File: src/rtl/resta_pkg.sv
// Shared types and helpers for the bit-serial subtractor resta_seq.
// Optional build macro used by resta_seq: RESTA_SIGNED_RESULT_EN.
package resta_pkg;

  typedef enum logic [1:0] {
    IDLE = 2'd0,
    SUB  = 2'd1,
    DONE = 2'd2
  } state_t;

  localparam int WIDTH_DEFAULT = 3;
  localparam int OUT_W_DEFAULT = 2 * WIDTH_DEFAULT;

  // Bits needed to count 0 .. value-1; never less than one bit.
  function automatic int clog2(input int value);
    int r;
    r = 0;
    for (int i = 0; i < 31; i++) begin
      if ((1 << i) < value) r = i + 1;
    end
    return (r < 1) ? 1 : r;
  endfunction

endpackage

File: src/rtl/full_sub_bit.sv
// Purely combinational 1-bit full subtractor: d = a - b - bin, with borrow out.
module full_sub_bit (
  input  logic a,
  input  logic b,
  input  logic bin,
  output logic d,
  output logic bout
);

  assign d    = a ^ b ^ bin;
  assign bout = (~a & b) | (~(a ^ b) & bin);

endmodule

File: src/rtl/resta_seq.sv
// Bit-serial unsigned subtractor xi - yi, LSB first, with start/done handshake.
// Build macro RESTA_SIGNED_RESULT_EN: on underflow, sal holds the sign-extended difference instead of 0.
module resta_seq
  import resta_pkg::*;
#(
  parameter int WIDTH = WIDTH_DEFAULT,
  parameter int OUT_W = 2 * WIDTH
) (
  input  logic             clk,
  input  logic             rst,
  input  logic             init,
  input  logic [WIDTH-1:0] xi,
  input  logic [WIDTH-1:0] yi,
  output logic [OUT_W-1:0] sal,
  output logic             done,
  output logic             busy,
  output logic             neg
);

  localparam int CNT_W = clog2(WIDTH);

  state_t             state, state_next;
  logic               init_q;
  logic               start;
  logic [WIDTH-1:0]   x_sh, y_sh, res_sh;
  logic               borrow;
  logic [CNT_W-1:0]   cnt;
  logic               last_bit;
  logic               d, bout;
  logic [OUT_W-1:0]   sal_next;

  // Only a fresh 0->1 of init starts an operation; a level held across done does not.
  assign start    = init & ~init_q;
  assign last_bit = (cnt == CNT_W'(WIDTH - 1));

  full_sub_bit u_full_sub_bit (
    .a    (x_sh[0]),
    .b    (y_sh[0]),
    .bin  (borrow),
    .d    (d),
    .bout (bout)
  );

  // NOTE: sequential state uses non-blocking assignments so every register
  // samples the pre-edge values regardless of statement order.
  always_ff @(posedge clk or posedge rst) begin
    if (rst) state <= IDLE;
    else     state <= state_next;
  end

  // NOTE: every output of this block gets a default first, so no path
  // leaves a signal unassigned and no latch is inferred.
  always_comb begin
    state_next = state;
    busy       = 1'b0;
    case (state)
      IDLE: if (start) state_next = SUB;
      SUB: begin
        busy = 1'b1;
        if (last_bit) state_next = DONE;
      end
      DONE:    state_next = IDLE;
      default: state_next = IDLE;
    endcase
  end

  always_comb begin
    sal_next = '0;
    sal_next[WIDTH-1:0] = res_sh;
    if (borrow) begin
`ifdef RESTA_SIGNED_RESULT_EN
      // {1, d} sign-extended is all ones above the WIDTH-bit difference.
      sal_next = '1;
      sal_next[WIDTH-1:0] = res_sh;
`else
      sal_next = '0;
`endif
    end
  end

  always_ff @(posedge clk or posedge rst) begin
    if (rst) begin
      init_q <= 1'b0;
      x_sh   <= '0;
      y_sh   <= '0;
      res_sh <= '0;
      borrow <= 1'b0;
      cnt    <= '0;
      sal    <= '0;
      neg    <= 1'b0;
      done   <= 1'b0;
    end else begin
      init_q <= init;
      done   <= 1'b0;
      case (state)
        IDLE: begin
          if (start) begin
            x_sh   <= xi;
            y_sh   <= yi;
            borrow <= 1'b0;
            cnt    <= '0;
          end
        end
        SUB: begin
          // Difference bits enter from the top; after WIDTH shifts they are LSB-aligned.
          res_sh <= {d, res_sh[WIDTH-1:1]};
          x_sh   <= x_sh >> 1;
          y_sh   <= y_sh >> 1;
          borrow <= bout;
          cnt    <= cnt + 1'b1;
        end
        DONE: begin
          sal  <= sal_next;
          neg  <= borrow;
          done <= 1'b1;
        end
        default: ;
      endcase
    end
  end

endmodule

File: config.mk
export PLATFORM = sky130hd
export DESIGN_NAME = resta_seq
export DESIGN_NICKNAME = d
export VERILOG_FILES = /design/src/rtl/resta_pkg.sv /design/src/rtl/full_sub_bit.sv /design/src/rtl/resta_seq.sv
export SDC_FILE = /design/constraint.sdc
export NUM_CORES = 1
export LEC_CHECK = 0
export CORE_UTILIZATION = 50
export CTS_CLUSTER_SIZE = 30
export DETAILED_ROUTE_END_ITERATION = 8
export GPL_TIMING_DRIVEN = 0
export PLACE_DENSITY = 0.81
export SYNTH_ARGS = -nofsm -noshare
export SYNTH_HDL_FRONTEND = slang
export SYNTH_SLANG_ARGS = --single-unit
File: constraint.sdc
create_clock -name clk -period 1.3 [get_ports clk]
set_input_delay 0.39 -clock clk [delete_from_list [all_inputs] [get_ports clk]]
set_output_delay 0.39 -clock clk [all_outputs]
set_load 0.005 [all_outputs]
==> results of run 1 <==
[metal layers]
layer,track usage,part of all wire,up-vias
li1,-,-,317
met1,0.233,0.46,294
met2,0.228,0.50,10
met3,0.0357,0.028,2
met4,0.106,0.012,0
met5,0,0,-
[logic make-up after synthesis]
kind of cell    Yosys count  share of synthesized area
buf+inv                  12                     0.0856
other cells               1                    0.00389
flops                    20                      0.519
simple gates             21                      0.137
compound gates           19                      0.147
mux                       5                     0.0739
fa+ha+maj                 2                     0.0337
[flip-flops by register name, summed over array words and instances (netlist names)]
register / cells
borrow: 1
cnt: 2
done: 1
init_q: 1
neg: 1
res_sh: 3
sal: 3
state: 2
x_sh: 3
y_sh: 3
[worst max-delay path: cells and delay by family, from the launching register on]
family	cells	cell delay (ns)
DFF	1	0.43
buffers and inverters	1	0.10
and+or+nand+nor	1	0.14
[where the power goes]
group	internal (uW)	leakage (uW)	switching [uW]
combinational	684	0.000326	464
sequential	878	0.000253	163
clock	171	0.0000210	182
total	1730	0.000599	808
[synthesized netlist by cell type, drive strengths merged]
| cell type | instances |
|---|---|
| nor4bb | 2 |
| nand2 | 5 |
| nand2b | 5 |
| fa | 1 |
| conb | 1 |
| inv | 5 |
| a22o | 2 |
| a21oi | 3 |
| o21bai | 1 |
| nor2 | 2 |
| a22oi | 4 |
| ha | 1 |
| mux2 | 5 |
| nor2b | 5 |
| and2b | 1 |
| buf | 7 |
| o21ai | 5 |
| and2 | 1 |
| o2bb2ai | 4 |
| dfrtp | 20 |
[metrics by stage]
step | utilization | instances | power (uW) | area (um^2) | hold slack [ns]
floorplan | - | 82 | 1830 | 972 | 0.354
global placement | 0.648 | 121 | 2110 | 1140 | 0.459
detailed placement | 0.648 | 121 | 2160 | 1140 | 0.477
CTS | 0.696 | 131 | 2600 | 1230 | 0.505
global route | 0.692 | 131 | 2720 | 1220 | 0.323
finish | 0.692 | 131 | 2540 | 1220 | 0.324
[worst max path at each step]
stage                        start      to  slack [ns]  depth (start not counted)
after floorplan           state[1]  cnt[0]        0.19                          3
after global placement    state[0]    busy       -0.32                          3
after detailed placement      init  cnt[0]       -0.34                          4
after CTS                 state[0]    busy       -0.14                          3
after global routing      state[1]    busy       -0.11                          2
final                     state[1]    busy       -0.05                          2
[repair_timing]
item                                    4_1_cts  5_1_grt
setup buffers                                 6        1
gates cloned                                  0        0
resized for setup                            16        7
endpoints found under the setup margin        7       10
pin swaps                                     0        1
[cell type report]
cell class                      count  area (um^2)  share of cell area
Sequential cell                    20          502               0.411
Multi-Input combinational cell     50          404               0.331
Timing Repair Buffer               21          176               0.144
Buffer                              6         52.6              0.0430
Clock buffer                        4         36.3              0.0297
Tap cell                           25         31.3              0.0256
Inverter                            5         18.8              0.0154
==> summary.md, run 1 <==
| Metric | Value |
|---|---|
| Status | finished, violations left |
| Failing checks | setup timing |
| Max_cap viols | 0 |
| Slack of the critical path | -0.0492 ns |
| Critical R2R Launch | state[1] |
| Vias post-DR | 623 |
| H-Tree Level Count | 1 |
| # rows | 15 |
| Global-route wire length before repair | 2360 um |
| Tcrit/Tclk final | 1.04 |
| Initial antenna violation count | 0 |
| # DRC | 0 |
| Post-route ant nets | 0 |
| Commonest non-fill, non-tap cell in the layout | dfrtp_1 |
| Top cell type's share of synthesized area | 0.519 |
| Worst hold-check path type | in2reg |
| Core area | 1760 um^2 |
| Data required, critical path | 0.91 ns |
| CTS buffer count | 3 |
| Fin nets | 118 |
| Biggest area consumer among synthesized cells | dfrtp_1 |
| Clock transition at path regs | 0.11 ns |
| VDD IR-drop max | 1120 uV |
| Class of the most critical setup path | reg2out |
| CTS Buffer Depth | 2 |
| YS warnings | 0 |
| Hold path depth | 1 |
| Gr usage total | 0.165 |
| Cts hold-fix bufs | 0 |
| Io pins | 18 |
| Drt total wl | 1560 um |
| IO buf count | 14 |
| Clock root cell | clkbuf_4 |
| Setup violations, final | 2 |
| # clock sinks | 20 |
| Share of the yosys chip area belonging to registers | 0.519 |
| Synth Cell Area | 965 um^2 |
| Pwr Density | 2080 nW/um^2 |
| Max frequency | 741 MHz |
| Clock Skew | 0.000671 ns |
| Starting Density | 0.547 |
| RePlAce Congestion | 0.759 |
| Fraction of layout cells with a size suffix above 1 | 0.302 |
| Critical path arrival | 0.96 ns |
| Vias in the first global route | 553 |
| Largest net degree at the start of global routing | 21 |
| Layout area overhead | 26.6% |
| Hold Crit Start | init |
| WHS Endpoint | init_q |
| Vias/cell | 4.76 |
| Clock Latency Late Sink | 0.29 ns |
| Final slew viol count | 0 |
| WL per Instance | 11.9 um |
| Terminus of the critical flop-to-flop path | y_sh[2] |
| Detailed Route Iter0 Violations | 4 |
| CP cell instances | nor2b_4 > buf_6 |
| Die width | 45.9 um |
| Relative slew margins | 0.524 |
| Initial DRT Pass Iterations | 2 |
| Reg2reg path depth | 5 |
| Max incr delay on CP | 0.43 ns |
| Post-route setup TNS | -0.0508 ns |
| Die area | 2110 um^2 |
| RSZ-0062 raised after global routing | yes |
| Setup crit end kind | output pin |
| P_leak | 0.000599 uW |
| Worst R2R Setup Slack | 0 ns |
| Gate Count Post-Synth | 80 |
| Final HPWL from detailed placement | 1030 um |
| Pre-CTS WS | -0.337 ns |
| Layout filler cell count | 142 |
| Synth Area per Inst | 12.1 um^2 |
| Synth Register Bits | 20 |
| Grt ovf | 0 |
| Fin. Hold Viols | 0 |
| Final critical-path required period | 1.35 ns |
| Startpoint Class | flop |
| CTS tree | built |
| Die Height | 45.9 um |
| Slew @ Worst Pin | 0.713 ns |
| Diodes inserted | 0 |
| Most frequent cells in the layout | 19 x dfrtp_1, 11 x buf_4, 7 x clkdlybuf4s50_1 |
| Critical Path Fanout Max | 2 |
| Unique masters post-synth | 24 |
| Synth area leaders | dfrtp_1 52%, mux2_4 6.2%, o2bb2ai_1 3.6% |
| Slowest cell on the critical path | dfrtp_1 |
Note: power is estimated with default switching activity, not from simulation.
==> run 2, diff against run 1 <==
Settings changed: CAP_MARGIN from default to 10, PLACE_DENSITY 0.81 to 0.77.
==> run 2 against run 1 <==
Effect of this change: the run still ends with setup timing left; via count shrank 0.16%; sequential cell count unchanged; clock power shrank 19%; register-to-register slack hardly changed; clock skew up 0.0016 ns; sequential power about the same; non-clock buffer count fell by 2; power is 2.9% lower; worst hold slack worse by 0.0075 ns; die area unchanged; critical endpoint unchanged.
==> summary.md, run 2 (synthesis results as in run 1) <==
| Metric | Value |
|---|---|
| Status | finished, violations left |
| Failing checks | setup timing |
| Startpoint Class | flop |
| Worst R2R Setup Slack | 0.01 ns |
| RePlAce Congestion | 0.731 |
| Critical R2R Launch | state[1] |
| M3 GR Usage | 0.0357 |
| Fraction of layout cells with a size suffix above 1 | 0.301 |
| Initial DRT Pass Iterations | 4 |
| Hold_ws | 0.316 ns |
| Hold Crit Start | init |
| H-Tree Level Count | 1 |
| Pre-CTS WS | -0.326 ns |
| Reg2reg path depth | 4 |
| GRT busiest layer | met2 |
| CTS Buffer Depth | 2 |
| Layout area overhead | 25.0% |
| Die Height | 45.9 um |
| Grt ovf | 0 |
| Dpl cell area | 1140 um^2 |
| Clock Skew | 0.00230 ns |
| Setup crit end kind | output pin |
| Global-route wire length before repair | 2530 um |
| IO buf count | 14 |
| Most frequent cells in the layout | 19 x dfrtp_1, 9 x buf_4, 7 x clkdlybuf4s50_1 |
| Worst hold-check path type | in2reg |
| CTS tree | built |
| Critical path arrival | 0.95 ns |
| Commonest non-fill, non-tap cell in the layout | dfrtp_1 |
| Slew @ Worst Pin | 0.768 ns |
| WHS Endpoint | init_q |
| Final slew viol count | 0 |
| RSZ-0062 raised after global routing | yes |
| Utilization after layout | 0.684 |
| Drt total wl | 1590 um |
| Cts hold-fix bufs | 0 |
| Detailed Route Iter0 Violations | 11 |
| Post-route cell area | 1210 um^2 |
| Largest net degree at the start of global routing | 21 |
| Data required, critical path | 0.91 ns |
| Relative slew margins | 0.487 |
| # DRC | 0 |
| Layout filler cell count | 152 |
| Vias/cell | 4.86 |
| Hold path depth | 1 |
| Slack of the critical path | -0.0358 ns |
| Final critical-path required period | 1.34 ns |
| Die width | 45.9 um |
| # clock sinks | 20 |
| Terminus of the critical flop-to-flop path | cnt[0] |
| Met2 GRT Util | 0.259 |
| Crit path from | state[1] |
| Met1 GRT Util | 0.247 |
| Fin. Hold Viols | 0 |
| WL per Instance | 12.4 um |
| Critical Path Fanout Max | 2 |
| Clock Latency Late Sink | 0.29 ns |
| Starting Density | 0.547 |
| Clock root cell | clkbuf_4 |
| Core area | 1760 um^2 |
| Tcrit/Tclk final | 1.03 |
| Max_cap viols | 0 |
| Vias post-DR | 622 |
| Setup violations, final | 1 |
| Vias in the first global route | 543 |
| Gr usage total | 0.177 |
| Final HPWL from detailed placement | 1120 um |
| Pwr Density | 2040 nW/um^2 |
| P_leak | 0.000586 uW |
| Max frequency | 749 MHz |
| Class of the most critical setup path | reg2out |
| Fin nets | 116 |
| VDD IR-drop max | 1020 uV |
| Io pins | 18 |
| CTS buffer count | 3 |
| Die area | 2110 um^2 |
| Diodes inserted | 0 |
| Clock transition at path regs | 0.10 ns |
| Initial antenna violation count | 0 |
| Post-route ant nets | 0 |
| # rows | 15 |
[run 2: cell type report]
type	count	area, um^2	area share
Timing Repair Buffer	19	156	0.130
Clock buffer	3	22.5	0.0187
Multi-Input combinational cell	50	419	0.348
Inverter	5	18.8	0.0156
Tap cell	25	31.3	0.0259
Sequential cell	20	502	0.416
Buffer	6	56.3	0.0467
[run 2: critical path, cell delays in order, from the launching register on]
cell and delay [ns]:
dfrtp_1 0.42, nor2b_4 0.13, buf_6 0.10
[run 2: report_power, final]
| group | internal, uW | switching, uW | total (uW) |
|---|---|---|---|
| clock network | 108 | 178 | 286 |
| logic | 667 | 474 | 1140 |
| registers | 875 | 163 | 1040 |
[run 2: through the flow]
stage,cells,power [uW],setup TNS [ns]
2_1_floorplan,82,1830,0
3_3_place_gp,121,2120,-3.38
3_5_place_dp,121,2170,-3.69
4_1_cts,128,2490,-0.119
5_1_grt,128,2650,-0.0980
6_report,128,2470,-0.0358
[run 2: worst max-delay path by stage]
stage | endpoint | slack [ns] | depth (start not counted)
global route | busy | -0.08 | 2
global placement | busy | -0.33 | 3
finish | busy | -0.04 | 2
floorplan | cnt[0] | 0.19 | 3
CTS | busy | -0.12 | 3
detailed placement | cnt[0] | -0.33 | 4
[run 2: timing repair]
action,in CTS,in global routing
buffers inserted,4,1
resized for setup,15,12
endpoints found under the setup margin,7,11
pin swaps,0,1
[run 2: metal layers]
layer / routed length (um) / vias up
li1: - / 316
met3: 51 / 2
met4: 21 / 0
met5: 0 / -
met1: 751 / 292
met2: 759 / 12
==> patch (flow settings as in run 2) <==
Set the package constant `WIDTH_DEFAULT` to 5 (it was 3).
--- a/src/rtl/resta_pkg.sv
+++ b/src/rtl/resta_pkg.sv
@@ -8,7 +8,7 @@
     DONE = 2'd2
   } state_t;
 
-  localparam int WIDTH_DEFAULT = 3;
+  localparam int WIDTH_DEFAULT = 5;
   localparam int OUT_W_DEFAULT = 2 * WIDTH_DEFAULT;
 
   // Bits needed to count 0 .. value-1; never less than one bit.
Interface: changed (resized sal, xi and yi); port bits go from 18 to 26. The function was not compared with the original's and may differ.
==> patch against run 2 <==
The flow still finishes with violations (negative setup slack); critical path type unchanged; setup slack got worse by 71 ps; register-to-register slack improved by 40 ps; worst hold slack improved by 61 ps; via count rose by 57%; critical path depth did not move; sequential power rose by 50%; area after synthesis rose by 43%; clock power rose by 110%; total power rose by 50%; design area rose by 44%; wire length rose by 57%; sequential cell count rose by 9.
==> patch: results (changes against run 2) <==
- Result of the run: complete, but fails checks (unchanged).
- Violated checks: negative setup slack (unchanged).
- The clock insertion delay at the later pin of the skew report is 320 ps (was 290 ps).
- The worst hold path class is input pin to register (unchanged).
- The total routing usage reported by global routing is 20.3% (was 17.7%).
- The highest fanout seen on the critical path came to 4 (was 2).
- The detailed-route wire length per cell is 13.4 um (was 12.4 um).
- The fraction of the yosys area taken by sequential cells was 52.7% (was 51.9%).
- The largest vdd supply drop is 1580 uV (was 1020 uV).
- The H-tree depth reported by CTS came to 2 (was 1).
- The number of fill cells is 213 (was 152).
- The leakage power total came to 0.819 nW (was 0.586 nW).
- The clock skew after layout is 18.4 ps (was 2.30 ps).
- The total half-perimeter wirelength after legalization and detailed placement was 1730 um (was 1120 um).
- The total CTS buffers came to 5 (was 3).
- The cell area after placement was 1630 um2 (was 1140 um2).
- The measured slew at the worst slew-check pin is 623 ps (was 768 ps).
- Ranking of synthesized cells by area: sky130_fd_sc_hd__dfrtp_1 (53%), sky130_fd_sc_hd__a22oi_1 (5.4%), sky130_fd_sc_hd__o2bb2ai_1 (4.5%), sky130_fd_sc_hd__mux2_2 (4.1%), sky130_fd_sc_hd__buf_4 (3.8%) (was sky130_fd_sc_hd__dfrtp_1 (52%), sky130_fd_sc_hd__mux2_4 (6.2%), sky130_fd_sc_hd__o2bb2ai_1 (3.6%), sky130_fd_sc_hd__buf_6 (3.5%), sky130_fd_sc_hd__nand2b_1 (3.2%)).
- The count of buffers from port buffering was 20 (was 14).
- The share of final-layout standard cells stronger than drive strength 1 is 31.4% (was 30.1%).
- The number of different library cells in the post-synthesis netlist is 29 (was 24).
- The count of endpoints failing setup in the final report is 1 (unchanged).
- List of most frequent post-synthesis cells: sky130_fd_sc_hd__dfrtp_1 (29), sky130_fd_sc_hd__a22oi_1 (10), sky130_fd_sc_hd__o21ai_0 (8) (was sky130_fd_sc_hd__dfrtp_1 (20), sky130_fd_sc_hd__inv_1 (5), sky130_fd_sc_hd__nand2_1 (5), sky130_fd_sc_hd__nand2b_1 (5)).
- The number of DRC markers in iteration 0 is 21 (was 11).
- The number of vias in the routed layout came to 975 (was 622).
- The maximum number of pins on one net before global-route repair is 30 (was 21).
- The worst path setup slack after routing is -107 ps (was -35.8 ps).
- The non-filler instance count after layout is 186 (was 128).
- The routability congestion estimate is 0.753 (was 0.731).
- The master of the slowest instance on the critical path was sky130_fd_sc_hd__dfrtp_2 (was sky130_fd_sc_hd__dfrtp_1).
- The final-stage net count is 171 (was 116).
- The first-pass GRT wire length came to 4060 um (was 2530 um).
- The number of global-route vias before repair came to 932 (was 543).
- The largest incremental delay on the critical path is 450 ps (was 420 ps).
- The data arrival at the endpoint of the critical path is 1020 ps (was 950 ps).
==> patch: per-layer routing <==
metal / track usage (%) / part of all wire [%] / vias to the layer above
li1: - / - / 480
met1: 25.4 / 43 / 467
met2: 32.1 / 50 / 26
met3: 6.39 / 6.4 / 2
met4: 8.55 / 0.60 / 0
met5: 0 / 0 / -
==> patch: cells by family after synthesis <==
group                    share of synthesized area (%)
AO/OA/AOI/OAI                                     17.3
flip-flops                                        52.7
AND/OR/NAND/NOR                                   12.4
buffers and inverters                             8.26
multiplexers                                      5.72
adder cells (fa/ha/maj)                           3.27
other                                            0.272
==> patch: power breakdown <==
part           leakage [nW]  total [mW]  internal [mW]  switching [mW]
clock                0.0413       0.611          0.313           0.298
sequential            0.367        1.56           1.29           0.270
combinational         0.410        1.53          0.860           0.670
==> patch: layout make-up <==
type / count / area, um2 / area share, %
Sequential cell: 29 / 728 / 42.1
Multi-Input combinational cell: 75 / 563 / 32.5
Timing Repair Buffer: 28 / 225 / 13.0
Buffer: 11 / 85.1 / 4.91
Clock buffer: 7 / 65.1 / 3.76
Tap cell: 30 / 37.5 / 2.17
Inverter: 5 / 22.5 / 1.30
Clock inverter: 1 / 5.00 / 0.289
==> patch: final timing paths <==
kind                       startpoint  endpoint  slack [ps]  cells past startpoint
setup / recovery             state[1]      busy        -110                      2
hold / removal                   init    init_q         380                      1
setup reg to reg               init_q    cnt[2]          50                      5
hold reg to reg                sal[0]    sal[0]         490                      2
max in group asynchronous         rst  state[0]         410                      2
min in group asynchronous         rst   y_sh[3]         490                      2
==> patch: timing repair <==
| item | in CTS | in global routing |
|---|---|---|
| gates resized for setup | 34 | 5 |
| pin swaps | 0 | 0 |
| endpoints found under the hold margin | 0 | 0 |
| setup buffers | 4 | 4 |
| setup endpoints to repair | 49 | 8 |
